File: src/rtl/fp_cmp_pkg.sv
// -----------------------------------------------------------------------------
// fp_cmp_pkg
// Shared definitions for the FloPoCo-format float comparator.
//   Operand layout (MSB..LSB): {exn[1:0], sign, exp[WE-1:0], frac[WF-1:0]}
//   - exception-class encodings (exn field)
//   - magnitude-class encodings used as the top of the ordering key
//   - relation (mode) encodings
//   - helpers: exn -> key class, and ordering-flags -> relation decode
// -----------------------------------------------------------------------------
package fp_cmp_pkg;

    // exn field encodings
    localparam logic [1:0] EXN_ZERO = 2'b00;
    localparam logic [1:0] EXN_NORM = 2'b01;
    localparam logic [1:0] EXN_INF  = 2'b10;
    localparam logic [1:0] EXN_NAN  = 2'b11;

    // Magnitude class placed at the top of the ordering key so that
    // zero < any normal < infinity holds by plain unsigned compare.
    localparam logic [1:0] CLS_ZERO = 2'd0;
    localparam logic [1:0] CLS_NORM = 2'd1;
    localparam logic [1:0] CLS_INF  = 2'd2;

    // Relation selected per transaction (A rel B)
    typedef enum logic [2:0] {
        MODE_LT    = 3'd0,
        MODE_LE    = 3'd1,
        MODE_EQ    = 3'd2,
        MODE_GE    = 3'd3,
        MODE_GT    = 3'd4,
        MODE_NE    = 3'd5,
        MODE_UNORD = 3'd6,
        MODE_ORD   = 3'd7
    } cmp_mode_e;

    // Map the exn field onto the key class. NaN never reaches a key
    // compare (it short-circuits to unordered), so it shares the default.
    function automatic logic [1:0] exn_to_cls(input logic [1:0] exn);
        logic [1:0] cls;
        case (exn)
            EXN_ZERO: cls = CLS_ZERO;
            EXN_NORM: cls = CLS_NORM;
            EXN_INF:  cls = CLS_INF;
            default:  cls = CLS_ZERO;
        endcase
        return cls;
    endfunction

    // Turn raw ordering flags into the requested relation. Because
    // lt/eq/gt are all 0 when unordered, LT/LE/EQ/GE/GT come out 0 and
    // NE (= ~eq) comes out 1 for NaN inputs without special casing.
    function automatic logic rel_decode(input logic [2:0] mode,
                                        input logic       lt,
                                        input logic       eq,
                                        input logic       gt,
                                        input logic       unord);
        logic res;
        case (cmp_mode_e'(mode))
            MODE_LT:    res = lt;
            MODE_LE:    res = lt | eq;
            MODE_EQ:    res = eq;
            MODE_GE:    res = gt | eq;
            MODE_GT:    res = gt;
            MODE_NE:    res = ~eq;
            MODE_UNORD: res = unord;
            MODE_ORD:   res = ~unord;
            default:    res = 1'b0;
        endcase
        return res;
    endfunction

endpackage

File: src/rtl/fp_cmp_core.sv
// -----------------------------------------------------------------------------
// fp_cmp_core
// Purely combinational compare of two FloPoCo floats by direct field
// inspection (no subtractor).
// Ports:
//   a, b   in  WE+WF+3  operands {exn, sign, exp, frac}
//   lt     out 1        a <  b (0 when unordered)
//   eq     out 1        a == b (0 when unordered; +0 == -0)
//   gt     out 1        a >  b (0 when unordered)
//   unord  out 1        either operand is NaN
// -----------------------------------------------------------------------------
module fp_cmp_core
    import fp_cmp_pkg::*;
#(
    parameter int WE = 11,
    parameter int WF = 12
) (
    input  logic [WE+WF+2:0] a,
    input  logic [WE+WF+2:0] b,
    output logic             lt,
    output logic             eq,
    output logic             gt,
    output logic             unord
);

    localparam int KW = WE + WF + 2;   // key width: class + exp + frac

    logic [1:0]    exn_a_s;
    logic [1:0]    exn_b_s;
    logic          nan_a_s;
    logic          nan_b_s;
    logic          neg_a_s;
    logic          neg_b_s;
    logic [KW-1:0] key_a_s;
    logic [KW-1:0] key_b_s;
    logic          mag_lt_s;

    // Classify each operand and build its unsigned magnitude key
    always_comb begin
        exn_a_s = a[WE+WF+2:WE+WF+1];
        exn_b_s = b[WE+WF+2:WE+WF+1];
        nan_a_s = (exn_a_s == EXN_NAN);
        nan_b_s = (exn_b_s == EXN_NAN);

        // A zero behaves as positive so that +0 and -0 land on the same
        // side of the sign test and then compare equal by key.
        neg_a_s = a[WE+WF] & (exn_a_s != EXN_ZERO);
        neg_b_s = b[WE+WF] & (exn_b_s != EXN_ZERO);

        key_a_s = {exn_to_cls(exn_a_s), a[WE+WF-1:0]};
        key_b_s = {exn_to_cls(exn_b_s), b[WE+WF-1:0]};

        // Only normals carry a meaningful exp/frac; zero and infinity
        // payload bits are cleared so equal classes always compare equal.
        if (exn_a_s != EXN_NORM) begin
            key_a_s[WE+WF-1:0] = {(WE+WF){1'b0}};
        end else begin
            key_a_s[WE+WF-1:0] = a[WE+WF-1:0];
        end
        if (exn_b_s != EXN_NORM) begin
            key_b_s[WE+WF-1:0] = {(WE+WF){1'b0}};
        end else begin
            key_b_s[WE+WF-1:0] = b[WE+WF-1:0];
        end

        mag_lt_s = (key_a_s < key_b_s);
    end

    // Resolve ordering: NaN first, then sign, then magnitude key
    always_comb begin
        lt    = 1'b0;
        eq    = 1'b0;
        gt    = 1'b0;
        unord = nan_a_s | nan_b_s;
        if (unord) begin
            lt = 1'b0;
            eq = 1'b0;
            gt = 1'b0;
        end else if (neg_a_s != neg_b_s) begin
            // The negative operand is the smaller one
            lt = neg_a_s;
            gt = neg_b_s;
        end else if (key_a_s == key_b_s) begin
            eq = 1'b1;
        end else if (mag_lt_s ^ neg_a_s) begin
            // Both negative reverses the magnitude ordering
            lt = 1'b1;
        end else begin
            gt = 1'b1;
        end
    end

endmodule

File: src/rtl/fp_compare_pipe.sv
// -----------------------------------------------------------------------------
// fp_compare_pipe
// Pipelined multi-relation float comparator with tag pass-through, global
// stall and a saturating count of unordered results.
// Ports:
//   clk, rst_n          clock (rising) / synchronous active-low reset
//   stall               freeze every register, inputs ignored
//   in_valid            accept when in_valid & ~stall
//   in_a, in_b          operands {exn, sign, exp, frac}, W = WE+WF+3 bits
//   in_mode             relation select (see cmp_mode_e)
//   in_tag              user tag returned with the result
//   cnt_clr             clear nan_cnt (beats a same-cycle increment)
//   out_valid           result valid, LAT unstalled cycles after accept
//   out_result          selected relation
//   out_lt/eq/gt        raw ordering flags
//   out_unord           either operand NaN
//   out_tag             tag of this result
//   nan_cnt             saturating count of unordered results leaving pipe
// -----------------------------------------------------------------------------
module fp_compare_pipe
    import fp_cmp_pkg::*;
#(
    parameter int WE   = 11,
    parameter int WF   = 12,
    parameter int LAT  = 2,
    parameter int TAGW = 4,
    parameter int CNTW = 16
) (
    input  logic                clk,
    input  logic                rst_n,
    input  logic                stall,
    input  logic                in_valid,
    input  logic [WE+WF+2:0]    in_a,
    input  logic [WE+WF+2:0]    in_b,
    input  logic [2:0]          in_mode,
    input  logic [TAGW-1:0]     in_tag,
    input  logic                cnt_clr,
    output logic                out_valid,
    output logic                out_result,
    output logic                out_lt,
    output logic                out_eq,
    output logic                out_gt,
    output logic                out_unord,
    output logic [TAGW-1:0]     out_tag,
    output logic [CNTW-1:0]     nan_cnt
);

    // One pipeline slot. The relation is decoded as the compare is
    // registered in stage 1, so later stages only need to carry the
    // decoded result instead of the mode.
    typedef struct packed {
        logic            result;
        logic            lt;
        logic            eq;
        logic            gt;
        logic            unord;
        logic [TAGW-1:0] tag;
    } stage_t;

    localparam stage_t STAGE_ZERO = '{
        result: 1'b0,
        lt:     1'b0,
        eq:     1'b0,
        gt:     1'b0,
        unord:  1'b0,
        tag:    {TAGW{1'b0}}
    };

    localparam logic [CNTW-1:0] CNT_ZERO = {CNTW{1'b0}};
    localparam logic [CNTW-1:0] CNT_ONE  = {{(CNTW-1){1'b0}}, 1'b1};

    logic                core_lt_s;
    logic                core_eq_s;
    logic                core_gt_s;
    logic                core_unord_s;

    logic [LAT-1:0]      vld_d;
    logic [LAT-1:0]      vld_q;
    stage_t              stg_d [LAT];
    stage_t              stg_q [LAT];

    logic [CNTW-1:0]     nan_cnt_d;
    logic [CNTW-1:0]     nan_cnt_q;
    logic                cnt_inc_s;
    logic                cnt_sat_s;

    fp_cmp_core #(
        .WE (WE),
        .WF (WF)
    ) u_core (
        .a     (in_a),
        .b     (in_b),
        .lt    (core_lt_s),
        .eq    (core_eq_s),
        .gt    (core_gt_s),
        .unord (core_unord_s)
    );

    // Next state of the stage/delay registers: shift on every unstalled cycle
    always_comb begin
        vld_d = vld_q;
        stg_d = stg_q;
        if (!stall) begin
            // A non-valid input still shifts in, as a bubble
            vld_d[0]        = in_valid;
            stg_d[0].result = rel_decode(in_mode, core_lt_s, core_eq_s,
                                         core_gt_s, core_unord_s);
            stg_d[0].lt     = core_lt_s;
            stg_d[0].eq     = core_eq_s;
            stg_d[0].gt     = core_gt_s;
            stg_d[0].unord  = core_unord_s;
            stg_d[0].tag    = in_tag;
            for (int i = 1; i < LAT; i++) begin
                vld_d[i] = vld_q[i-1];
                stg_d[i] = stg_q[i-1];
            end
        end else begin
            vld_d = vld_q;
            stg_d = stg_q;
        end
    end

    // A result is counted in the cycle it actually leaves the pipe
    always_comb begin
        cnt_inc_s = vld_q[LAT-1] & stg_q[LAT-1].unord;
        cnt_sat_s = &nan_cnt_q;
    end

    // NaN counter next state: stall holds, clear beats increment, saturate
    always_comb begin
        nan_cnt_d = nan_cnt_q;
        if (stall) begin
            nan_cnt_d = nan_cnt_q;
        end else if (cnt_clr) begin
            nan_cnt_d = CNT_ZERO;
        end else if (cnt_inc_s && !cnt_sat_s) begin
            nan_cnt_d = nan_cnt_q + CNT_ONE;
        end else begin
            nan_cnt_d = nan_cnt_q;
        end
    end

    // State registers with synchronous active-low reset
    always_ff @(posedge clk) begin
        if (!rst_n) begin
            vld_q     <= {LAT{1'b0}};
            nan_cnt_q <= CNT_ZERO;
            for (int i = 0; i < LAT; i++) begin
                stg_q[i] <= STAGE_ZERO;
            end
        end else begin
            vld_q     <= vld_d;
            nan_cnt_q <= nan_cnt_d;
            for (int i = 0; i < LAT; i++) begin
                stg_q[i] <= stg_d[i];
            end
        end
    end

    // Outputs come straight from the last stage registers
    assign out_valid  = vld_q[LAT-1];
    assign out_result = stg_q[LAT-1].result;
    assign out_lt     = stg_q[LAT-1].lt;
    assign out_eq     = stg_q[LAT-1].eq;
    assign out_gt     = stg_q[LAT-1].gt;
    assign out_unord  = stg_q[LAT-1].unord;
    assign out_tag    = stg_q[LAT-1].tag;
    assign nan_cnt    = nan_cnt_q;

endmodule

File: config.mk
export PLATFORM = sky130hd
export DESIGN_NAME = fp_compare_pipe
export DESIGN_NICKNAME = d
export VERILOG_FILES = /design/src/rtl/fp_cmp_pkg.sv /design/src/rtl/fp_cmp_core.sv /design/src/rtl/fp_compare_pipe.sv
export SDC_FILE = /design/constraint.sdc
export NUM_CORES = 1
export LEC_CHECK = 0
export CAP_MARGIN = 20
export CORE_ASPECT_RATIO = 0.75
export CORE_MARGIN = 2
export CORE_UTILIZATION = 35
export CTS_CLUSTER_SIZE = 20
export DETAILED_ROUTE_END_ITERATION = 8
export PLACE_DENSITY = 0.76
export RECOVER_POWER = 50
export SETUP_SLACK_MARGIN = 0.15
export SLEW_MARGIN = 20
export SYNTH_ARGS = -nofsm -noshare
export SYNTH_HDL_FRONTEND = slang
export SYNTH_SLANG_ARGS = --single-unit
File: constraint.sdc
create_clock -name clk -period 3.7 [get_ports clk]
set_clock_uncertainty 0.15 [all_clocks]
set_input_delay 0.74 -clock clk [delete_from_list [all_inputs] [get_ports clk]]
set_output_delay 0.74 -clock clk [all_outputs]
set_load 0.1 [all_outputs]
**Word level (Yosys, flattened, before mapping)**

Cells that the tools add are included.

- Add/subtract/negate cells: 1
- $lt $le $gt $ge: 1
- Equal/unequal tests: 17
- Mux-type cells: 18
- Bitwise gates (word level): 10
- Reduce and logical (&&, ||, !) cells: 8

Operators by type and width:

| cell | count |
|---|---|
| 2-to-1 mux 23 bit | 2 |
| 2-to-1 mux 16 bit | 2 |
| == test 25 bit | 1 |
| less-than comparator 25 bit | 1 |
| adder 16 x 1 -> 16 bit, second input constant | 1 |
| AND reduction 16 bit | 1 |
| == test 3 bit, second input constant | 4 |
| 2-to-1 mux 1 bit | 11 |
| == test 2 bit, second input constant | 4 |
| case mux 1 bit (8 select lines) | 1 |
| case mux 2 bit (2 select lines) | 2 |
| == test 3 x 2 -> 1 bit, second input constant | 2 |
| nonzero test 2 bit | 3 |
| == test 2 x 1 -> 1 bit, second input constant | 2 |
| inequality test 2 x 1 -> 1 bit, second input constant | 2 |
| AND 1 bit | 3 |
| == test 3 x 1 -> 1 bit, second input constant | 1 |
| zero test 3 bit | 1 |
| NOT 1 bit | 3 |
| OR 1 bit | 3 |
| AND reduction 2 bit | 1 |
| logical AND 1 bit | 1 |
| zero test 1 bit | 1 |
| inequality test 1 bit | 1 |
| XOR 1 bit | 1 |

- Flip-flop bits (word level): 36
- Input bits: 64
- Output and inout bits: 26

**Logic depth before layout (Yosys ltp)**

- Word-level depth: 10
- Mapped depth: 11
- Mapped depth without buffers: 10

**Hierarchy**

From an unflattened synthesis, not the netlist that was laid out.

- Cells, all modules: 313
- Area total of the unflattened synthesis: 2,631.3 sq um

Modules (own cells, without submodules):

| module | instances | cells an instance | area each (sq um) | sequential area each (sq um) |
|---|---|---|---|---|
| fp_compare_pipe | 1 | 178 | 1,669.1 | 720.7 |
| fp_cmp_core | 1 | 135 | 962.2 | 0.0 |

**Least setup slack after synthesis**

Ideal clock, no wire load.

- Path kind: input port to flip-flop
- From: in in_b[24]
- To: reg stg_q[17] (netlist bit)
- Library setup time: 129 ps
- Arrival: 2,986 ps
- Slack: 434 ps
- Cell stages on the path: 11
- Path buffers: 1
- Cell sequence: nor2b_1 > clkbuf_1 > nand2_1 > ha_1 > nand4_1 > nor3_1 > nand2_1 > o211ai_1 > mux2_2 > o21ai_0 > a211oi_1

- Word-level cells in the longest chain between the ends: 10

Ends and longest elaborated chain:

| element | line | text |
|---|---|---|
| start, declared | fp_compare_pipe.sv:34 | `input logic [WE+WF+2:0] in_b,` |
| == test 2 bit (tied with other cells) | fp_cmp_pkg.sv:40 | `case (exn)` |
| case mux 2 bit (2 select lines) / 2-to-1 mux 23 bit (equally long branches) | fp_cmp_pkg.sv:40, fp_cmp_core.sv:60 |  |
| less-than comparator 25 bit | fp_cmp_core.sv:66 | `mag_lt_s = (key_a_s < key_b_s);` |
| XOR 1 bit | fp_cmp_core.sv:85 | `end else if (mag_lt_s ^ neg_a_s) begin` |
| 2-to-1 mux 1 bit | fp_cmp_core.sv:85 |  |
| 2-to-1 mux 1 bit | fp_cmp_core.sv:83 | `end else if (key_a_s == key_b_s) begin` |
| 2-to-1 mux 1 bit | fp_cmp_core.sv:79 | `end else if (neg_a_s != neg_b_s) begin` |
| 2-to-1 mux 1 bit | fp_cmp_core.sv:75 | `if (unord) begin` |
| OR 1 bit (on tied branches) | fp_cmp_pkg.sv:62, fp_cmp_pkg.sv:60 |  |
| case mux 1 bit (8 select lines) * | fp_cmp_pkg.sv:58 | `case (cmp_mode_e'(mode))` |
| end signal, assigned by index | fp_compare_pipe.sv:155 | `stg_q[i] <= stg_d[i];` |
| end, declared | fp_compare_pipe.sv:80 | `stage_t stg_q [LAT];` |

Mark *: on every way between the ends. The rest lies on a longest branch, timed or not.
A chain may end at the register's enable or synchronous reset.

**Worst setup path in the final report**

Ends and elaborated chain as after synthesis.

==> results <==
- Cells with a size suffix above 1 make up 9.27% of the layout.
- At the pin with the least slew margin, the transition time is 1.17 ns.
- Synthesis produced a netlist with a net count of 402.
- After clock tree synthesis, the clock-pin slew on the worst setup and hold paths is 0.07 ns.
- The number of maximum-capacitance violations is 0.
- The relative contribution of sequential cells to total power is 42.1%.
- The first detailed-routing pass took 4 iterations.
- Setup repair after global routing left no endpoint under its margin.
- Once routing completed, OpenROAD measured the worst setup slack at 0.281 ns.
- For this design, the CTS-stage hold fixing added 0 buffers.
- The hold slack is 0.330 ns.
- The dominant delay contributor by cell family on the critical path is simple AND/OR/NAND/NOR gates.
- The number of antenna diodes is 0.
- The share of total power in combinational logic is 28.4%.
- The die outline height is 78.2 um.
- The flow ran to the end, and the final reports show no timing, DRC or antenna violations.
- The count of port buffers added during placement is 89.
- The number of nets with antenna violations after detailed routing is 0.
- The instance area after placement is 0.00362 mm2.
- In the routed design, unresolved DRC markers number 0.
- Traced cell by cell, the critical path runs through clkdlybuf4s50_1, nor2b_2, buf_6, nand2_1, ha_1, nand4_1, nor4b_2, buf_4, nand4_1, a41oi_2, nand2_1, o31ai_1, a211oi_1.
- The core footprint is 0.00696 mm2.
- The type of origin of the critical path is an input pin.
- The final weighted congestion in routability-driven placement is 0.863.
- The origin of the critical flop-to-flop path is nan_cnt[0].
- For this run, the leading register cell type out of synthesis is dfxtp_1.
- The first global-routing pass estimated 11,000 um of wire.
- The pre-CTS setup slack is -0.0330 ns.
- In this run, synthesis inferred 0 flip-flops with an integrated enable.
- The die covers 0.00804 mm2.
- After synthesis, the share of flip-flops with an asynchronous set or reset is 0%.
- The final layout contains 499 nets.
- Counting every instance in the synthesized netlist gives 312.
- In this run, distinct cell masters in the synthesized netlist total 42.
- The number of hold violations in the final report is 0.
- The number of failing setup endpoints in the final timing report is 0.
- The highest metal layer carrying signal wires in the routed design is met4.
- TritonCTS created 5 clock buffers.
- The clock passes through at most 2 buffers.
- The global routing usage summed across all routing layers is 17.1%.
- For this block, the routed nets add up to 6810 um of wire.
- Summing the sequential cell areas from Yosys gives 28.1% of the chip area.
- TritonCTS built the clock tree.
- The wire length on met1 is 3260 um.
- The starting density of the core is 36.9%.
- In this run the core area contains 26 standard-cell rows.
- The largest individual stage delay along the critical path comes from the cell clkdlybuf4s50_1.
- In the final routed layout, each cell accounts on average for 13.4 um.
- In the detailed route, the total length drawn on met2 is 3180 um.
- Along the worst path, the maximum fanout reaches 14.
- The tree built by TritonCTS fans out to 36 sinks.
- Across the VDD grid, the largest voltage drop is 213 uV.
- The path class of the tightest hold or removal check is reg -> reg.
- In this run the cell area of the synthesized design comes to 0.00257 mm2.
- The number of global-route vias before repair is 2,399.
- The critical path buffer and inverter count is 3.
- The number of synthesis warnings is 0.
- Entering global routing, the biggest net connects 24 pins.
- Measured against its own limit, the worst slew margin works out to 22.3%.
- Net switching is 28.5% of the power.
- Across all layers, the routed design uses 2,536 vias.
- The share of total power in the clock network is 29.5%.
- In this run the worst setup path begins at in_b[24].
- The initial antenna violation count is 0.
- After detailed routing, the number of vias per cell comes to 4.99.
- The worst setup path is captured at a flop.
- The number of flip-flops and latches in the synthesized netlist is 36.
- STA puts the critical path data required time at 3.71 ns.
- The area growth from synthesis to layout is 47.5%.
- The finished cells cover 0.00378 mm2.
- Cell internal power was estimated by the tool at 685 uW.
- The final critical path takes up 92.4% of the cycle.
- The root buffer selected by CTS is clkbuf_8.
- The final critical path time including I/O delays and setup is 3.42 ns.
- The count of pins on the block boundary is 90.
- Counting the fill cells in the layout gives 651.
- Summed over all nets, the switching power comes to 273 uW.
- The top achievable clock speed is 292 MHz.
- The post-synthesis area per instance is 8.23 um2.
- Measured along the x axis, the die boundary spans 103 um.
- On the worst path, the slowest cell contributes a delay of 0.49 ns.
- The iteration-0 DRC count of the detailed router is 123.
- The final HPWL from detailed placement is 5390 um.
- The clock tree synthesis step divided the H-tree into 2 levels.
- The number of max-slew violations in the final report is 0.
- Dividing total power by cell area gives a power density of 253 mW/mm2.
- The reg-to-reg setup timing slack is 1.33 ns.
- The worst hold path begins at stg_q[16].
- The setup path with the least slack is of type in -> reg.
- Summed over all nets, wire length on met3 after detailed routing comes to 271 um.
- For this design the static power due to leakage is 1.50 nW.
- For the worst-skew pair, the clock arrives at the later sink with an insertion delay of 0.28 ns.
- The data arrival time at the worst-slack endpoint is 3.43 ns.
- The total overflow left after global routing is 0.
worst min-delay path: cells and delay by family, from the launching register on:
kind / cells / cell delay (ns)
AO/OA/AOI/OAI: 1 / 0.05
AND/OR/NAND/NOR: 1 / 0.07
flip-flops: 1 / 0.31
Yosys cell counts (4+ instances only):
cell | number | area [um2]
nand2_1 | 46 | 173
dfxtp_1 | 36 | 721
and2_1 | 26 | 163
ha_1 | 26 | 325
nor2_1 | 22 | 82.6
nor2b_1 | 21 | 131
mux2i_1 | 16 | 160
a21oi_1 | 15 | 75.1
xor2_1 | 13 | 114
o21ai_0 | 11 | 55.1
clkbuf_1 | 9 | 33.8
nand4_1 | 9 | 56.3
nand3_1 | 8 | 40.0
nor3_1 | 8 | 40.0
inv_1 | 5 | 18.8
buf_4 | 4 | 30.0
cells in the final DEF (no fill, tap or decap), types with 3 or more instances in the layout:
master,instances
clkdlybuf4s50_1,81
nand2_1,46
dfxtp_1,36
and2_1,26
ha_1,25
nor2_1,22
nor2b_1,19
mux2i_1,16
a21oi_1,15
xor2_1,13
buf_4,13
nand4_1,9
o21ai_0,9
nand3_1,8
clkbuf_8,6
inv_1,5
nor3_1,5
dlygate4sd3_1,5
a22oi_1,3
o21ai_1,3
o211ai_1,3
registers in the layout, indices dropped and copies added (netlist names):
name        cells
out_tag         4
out_eq          1
out_lt          1
nan_cnt        16
out_gt          1
vld_q           2
stg_q           9
out_result      1
out_unord       1
layer usage:
metal,global-route usage (%),up-vias
met5,0,-
met4,4.21,0
met3,4.27,8
met2,27.5,49
met1,22.9,1191
li1,-,1288
path summary, 6_finish.rpt:
kind / depth (start not counted) / to
worst max-delay path: 13 / stg_q[17]
worst min register to register: 2 / stg_q[16]
worst min-delay path: 2 / stg_q[16]
worst max register to register: 7 / nan_cnt[9]
per-stage QoR:
step	util [%]	std cells	setup TNS, ns	total power, mW
after floorplan	-	312	0	0.553
after global placement	52.0	500	0	0.662
after detailed placement	52.0	500	-0.0330	0.667
after CTS	53.4	508	0	0.947
after global routing	54.4	508	0	1.01
final	54.4	508	0	0.958
timing repair:
| item | 4_1_cts | 5_1_grt |
|---|---|---|
| resized for setup | 0 | 20 |
| endpoints found under the setup margin | 0 | 3 |
| buffers inserted | 0 | 0 |
| hold endpoints to repair | 0 | 0 |
power groups by stage:
| stage | Combinational (mW) | Clock, mW | Sequential (mW) |
|---|---|---|---|
| CTS | 0.256 | 0.288 | 0.403 |
| floorplan | 0.128 | 0 | 0.425 |
| detailed placement | 0.255 | 0 | 0.412 |
| finish | 0.272 | 0.282 | 0.403 |
| global placement | 0.250 | 0 | 0.412 |
| global route | 0.298 | 0.307 | 0.404 |
cells by family after synthesis:
group / count (synthesis) / share of synthesized area (%)
multiplexers: 17 / 6.68
XOR/XNOR: 15 / 5.12
AO/OA/AOI/OAI: 47 / 12.6
adder cells (fa/ha/maj): 26 / 12.7
buffers and inverters: 19 / 3.36
flip-flops: 36 / 28.1
AND/OR/NAND/NOR: 152 / 31.4
area by class of cell:
class | count | area [um2] | area share, %
Clock inverter | 2 | 10.0 | 0.264
Timing Repair Buffer | 104 | 1010 | 26.7
Clock buffer | 6 | 82.6 | 2.18
Inverter | 5 | 18.8 | 0.496
Multi-Input combinational cell | 257 | 1820 | 48.1
Tap cell | 98 | 123 | 3.24
Sequential cell | 36 | 721 | 19.0
Power figures use the tool's default switching activity.
==> variant 1, RTL diff (same settings) <==
Set the parameter `TAGW` to 6 (it was 4).
--- a/src/rtl/fp_compare_pipe.sv
+++ b/src/rtl/fp_compare_pipe.sv
@@ -23,7 +23,7 @@
     parameter int WE   = 11,
     parameter int WF   = 12,
     parameter int LAT  = 2,
-    parameter int TAGW = 4,
+    parameter int TAGW = 6,
     parameter int CNTW = 16
 ) (
     input  logic                clk,
Ports: changed (resized in_tag and out_tag); port bits go from 90 to 94. The function was not compared with the original's and may differ.
==> variant 1 against the unedited design <==
  * The flow now finishes with violations (capacitance limit, slew limit)
  * Wire length grew 6.6%
  * Cell area up 4.3%
  * Sequential cell count grew 4
  * Area after synthesis grew 6.9%
  * Non-clock buffer count up 6
  * Total power up 9.8%
  * Critical path depth did not move
  * Worst setup slack worse by 0.017 ns
  * Critical path type unchanged
  * Critical endpoint is now stg_q[18]
==> variant 1: results (changes against the unedited design) <==
* Top delay family on crit path: buffers and inverters (was simple AND/OR/NAND/NOR gates)
* Overall Global Routing Usage at 0.165 (was 0.171)
* Crit path DAT at 3.50 ns (was 3.43 ns)
* CTS root buffer: clkbuf_8 (unchanged)
* Synth warnings at 0 (unchanged)
* Hold Path Depth at 2 (unchanged)
* Cts bufs inserted at 5 (unchanged)
* Peak supply drop at 122 uV (was 213 uV)
* Register area share after synthesis at 0.292 (was 0.281)
* CTS clk-pin slew, worst paths at 0.07 ns (about the same)
* CP max stage cell: clkdlybuf4s50_1 (unchanged)
* Initial antenna violation count at 0 (unchanged)
* Global-route wire length before repair at 11,500 um (was 11,000 um)
* Crit-path max FO at 7 (was 14)
* Clock Latency Late Sink at 0.29 ns
* CTS Buffer Depth at 2 (unchanged)
* Pre-antenna DRT Iters at 5 (was 4)
* Reg2Reg Depth at 7 (unchanged)
* Min-delay worst type: reg -> reg (unchanged)
* Post-synth top cells: nand2_1 (43), dfxtp_1 (40), ha_1 (26), and2_1 (25) (was nand2_1 (46), dfxtp_1 (36), and2_1 (26), ha_1 (26), nor2_1 (22))
* CP peak stage delay at 0.53 ns (was 0.49 ns)
* Gpl congestion at 0.827 (was 0.863)
* Vias in the first global route at 2,497 (was 2,399)
* Leak pwr at 1.56 nW (was 1.50 nW)
* WL per Instance at 13.7 um (was 13.4 um)
* # nets final at 520 (was 499)
* Violated checks: capacitance limit, slew limit
* Largest net degree at the start of global routing at 26 (was 24)
* Initial drt markers at 114 (was 123)
* H-tree Lvls at 2 (unchanged)
* Fillers at 694 (was 651)
* DP HPWL at 5660 um (was 5390 um)
* Main area contributors after synthesis: dfxtp_1 (29%), ha_1 (12%), mux2i_1 (8.0%) (was dfxtp_1 (28%), ha_1 (13%), nand2_1 (6.7%))
* Share of flip-flops with an asynchronous set or reset at 0 (unchanged)
* Buffers on Ports at 93 (was 89)
* Syn nets at 419 (was 402)
* Max-cap violations at 1 (was 0)
* DP Area at 3810 um^2 (was 3620 um^2)
* Synth cell types at 47 (was 42)
* Top FF cell, synth: dfxtp_1 (unchanged)
* DR vias/cell at 4.88 (was 4.99)
* Slew headroom at -0.0656 (was 0.223)
* Antenna cell count at 0 (unchanged)
* Largest register FFs at 16 (unchanged)
* Final Max Tran Viols at 26 (was 0)
* Layout cell share with drive strength beyond 1 at 0.0932 (was 0.0927)
* Status: finished, violations left (was complete, no violations)
## variant 1: cell count changes after synthesis, moves of 3 or more
cell | unedited run | this run
dfxtp_1 | 36 | 40
mux2i_1 | 16 | 22
nand2_1 | 46 | 43
nand3_1 | 8 | 11
nor2b_1 | 21 | 24
nor3_1 | 8 | 5
## variant 1: worst reg2reg max path, stage by stage, from the launching register on
cell and delay, ns:
dfxtp_1 0.35, ha_1 0.25, and3_4 0.19, a41o_1 0.30, a21oi_1 0.53, nand3_2 0.19, or3_1 0.33, a21oi_1 0.14
## variant 1: cell type report
cell class	instances	area (um^2)	share of cell area
Timing Repair Buffer	110	1050	0.265
Sequential cell	40	801	0.203
Clock buffer	8	90.1	0.0228
Tap cell	101	126	0.0320
Inverter	7	26.3	0.00666
Multi-Input combinational cell	264	1860	0.471
## variant 1: path summary, 6_finish.rpt
kind / startpoint / endpoint / slack [ns]
hold / removal: stg_q[20] / stg_q[20] / 0.32
setup reg to reg: nan_cnt[0] / nan_cnt[11] / 1.20
setup / recovery: in_a[25] / stg_q[18] / 0.26
hold reg to reg: stg_q[20] / stg_q[20] / 0.32
## variant 1: repair_timing
item / CTS / global route
hold endpoints to repair: 0 / 0
gates resized for setup: 0 / 12
endpoints found under the setup margin: 0 / 3
setup buffers: 0 / 3
## variant 1: layer usage
metal  GRT usage  wire length (um)  up-vias
met5           0                 0        -
met4      0.0276                35        0
met3      0.0260               367        5
met2       0.269              3270       51
met1       0.233              3580     1193
li1            -                 -     1339
## variant 1: through the flow
| step | instances | setup slack [ns] | power (mW) |
|---|---|---|---|
| floorplan | 327 | 0.430 | 0.622 |
| global placement | 518 | -0.0557 | 0.738 |
| detailed placement | 518 | -0.118 | 0.745 |
| CTS | 526 | 0.159 | 1.05 |
| global route | 530 | 0.106 | 1.11 |
| finish | 530 | 0.263 | 1.05 |
## variant 1: report_power, final
group	switching [mW]	leakage, nW	internal (mW)
registers	0.00680	0.325	0.443
logic	0.152	1.19	0.153
clock network	0.145	0.0455	0.152
total	0.304	1.56	0.748
## variant 1: kinds of logic (layout without fill, tap and decap cells)
kind of cell | count (synthesis) | count (layout) | synth area share
DFF | 40 | 40 | 0.292
AOI/OAI and AO/OA | 43 | 43 | 0.112
muxes | 22 | 22 | 0.0803
xor gates and xnor gates | 14 | 14 | 0.0447
adders and majority gates | 26 | 26 | 0.119
buffers and inverters | 23 | 125 | 0.0401
and+or+nand+nor | 159 | 159 | 0.312
==> variant 2, RTL diff (config.mk and constraints unchanged) <==
Without the edit above. Register the output `nan_cnt` once more, without a reset; this adds one clock of latency there. The other outputs are not delayed to match. Comments in the files are not updated.
--- a/src/rtl/fp_compare_pipe.sv
+++ b/src/rtl/fp_compare_pipe.sv
@@ -165,7 +165,9 @@
     assign out_gt     = stg_q[LAT-1].gt;
     assign out_unord  = stg_q[LAT-1].unord;
     assign out_tag    = stg_q[LAT-1].tag;
-    assign nan_cnt    = nan_cnt_q;
+    always_ff @(posedge clk) begin
+        nan_cnt <= nan_cnt_q;
+    end
 
 endmodule
 
Check against the original RTL: not equivalent (Yosys sat finds a counterexample within 4 cycles, from zero or initial values and one cycle with rst_n low).
==> variant 2 against the unedited design <==
  * Critical endpoint is now stg_q[14]
  * Register-to-register slack better by 0.06 ns
  * Sequential power is 43% higher
  * Non-clock buffer count increased by 2
  * Count of clock-buffer cells in the layout fell by 1
  * Critical path depth fell by 1
  * Total power up 30%
  * Sequential cell count rose by 16
  * Cell area increased by 9.2%
  * Wire length is 7.5% higher
  * Clock power rose by 35%
  * Area after synthesis rose by 14%
  * Largest cell class unchanged
  * Worst setup slack got worse by 0.0038 ns
==> variant 2: results (changes against the unedited design) <==
* Metal1 wirelength at 3350 um (was 3260 um)
* Register area share after synthesis at 0.355 (was 0.281)
* DP HPWL at 5930 um (was 5390 um)
* Gpl congestion at 0.779 (was 0.863)
* Status: complete, no violations (unchanged)
* M2 GR Usage at 0.271 (was 0.275)
* Vias in the first global route at 2,649 (was 2,399)
* Clock Latency Late Sink at 0.30 ns (was 0.28 ns)
* Non-clk bufs at 106 (was 104)
* Initial drt markers at 96 (was 123)
* Overall Global Routing Usage at 0.161 (was 0.171)
* Global-route wire length before repair at 12,000 um (was 11,000 um)
* Main area contributors after synthesis: dfxtp_1 (35%), ha_1 (11%), mux2i_1 (5.5%) (was dfxtp_1 (28%), ha_1 (13%), nand2_1 (6.7%))
* Post-Place Worst Slack at -0.0924 ns (was -0.0330 ns)
* DR vias/cell at 5.01 (was 4.99)
* CTS clk-pin slew, worst paths at 0.09 ns (was 0.07 ns)
* Top FF cell, synth: dfxtp_1 (unchanged)
* Drt total wl at 7310 um (was 6810 um)
* Peak supply drop at 194 uV (was 213 uV)
* Fillers at 745 (was 651)
* Syn avg cell area at 8.87 um^2 (was 8.23 um^2)
* Met1 GRT Util at 0.207 (was 0.229)
* # clk buffers at 5 (was 6)
* Sequential cell area share at 0.252 (was 0.190)
* Syn nets at 421 (was 402)
* Crit-path max FO at 18 (was 14)
* # nets final at 519 (was 499)
* Placed Instances at 526 (was 500)
* Post-route insts no fill at 535 (was 508)
* Slew headroom at 0.0977 (was 0.223)
* Post-synth top cells: dfxtp_1 (52), nand2_1 (39), ha_1 (26), and2_1 (25), nor2b_1 (23) (was nand2_1 (46), dfxtp_1 (36), and2_1 (26), ha_1 (26), nor2_1 (22))
* Layout non-clock buf frac at 0.246 (was 0.267)
* Multi-input comb cells at 259 (was 257)
* Met3 routed WL at 211 um (was 271 um)
* Layout cell share with drive strength beyond 1 at 0.0837 (was 0.0927)
* Synth cell types at 45 (was 42)
* Crit path DAT at 3.46 ns (was 3.43 ns)
* CTS Sinks at 52 (was 36)
* Clk cell area share at 0.0270 (was 0.0245)
## variant 2: cell types whose count changed in the layout (fill, tap and decap cells not counted), moves of 6 or more
cell,change
dfxtp_1,+16
nand2_1,-7
a21oi_1,+6
xor2_1,-6
## variant 2: worst max-delay path: cells and delay by family
kind	cells	cell delay, ns
AO/OA/AOI/OAI	4	0.85
buffers and inverters	2	0.66
AND/OR/NAND/NOR	4	0.53
multiplexers	1	0.35
adder cells (fa/ha/maj)	1	0.30
## variant 2: worst paths after layout
check	depth (start not counted)	to	from	slack (ns)
worst min register to register	0	nan_cnt[10]	nan_cnt_q[10]	0.23
worst min-delay path	0	nan_cnt[10]	nan_cnt_q[10]	0.23
worst max-delay path	12	stg_q[14]	in_b[24]	0.28
worst max register to register	7	nan_cnt_q[10]	nan_cnt_q[7]	1.39
## variant 2: repair_timing
action	4_1_cts	5_1_grt
hold buffers	0	0
gates resized for setup	0	6
buffers inserted	0	1
endpoints found under the setup margin	0	3
## variant 2: logic make-up (layout without fill, tap and decap cells)
group / Yosys count / after routing / synth area share
XOR/XNOR: 11 / 11 / 0.0328
AND/OR/NAND/NOR: 148 / 148 / 0.280
flip-flops: 52 / 52 / 0.355
multiplexers: 17 / 17 / 0.0584
adder cells (fa/ha/maj): 26 / 26 / 0.111
buffers and inverters: 20 / 119 / 0.0311
AO/OA/AOI/OAI: 57 / 57 / 0.133
## variant 2: report_power, final
part           switching (mW)  internal (mW)  total (mW)
registers             0.00563          0.569       0.575
logic                   0.139          0.148       0.287
clock network           0.180          0.200       0.380
## variant 2: per-stage QoR
step / utilization / area (um^2) / TNS, ns
final: 0.515 / 4130 / 0
after global routing: 0.515 / 4130 / 0
after CTS: 0.513 / 4110 / 0
after detailed placement: 0.499 / 4000 / -0.176
after global placement: 0.499 / 4000 / 0
after floorplan: - / 2940 / 0
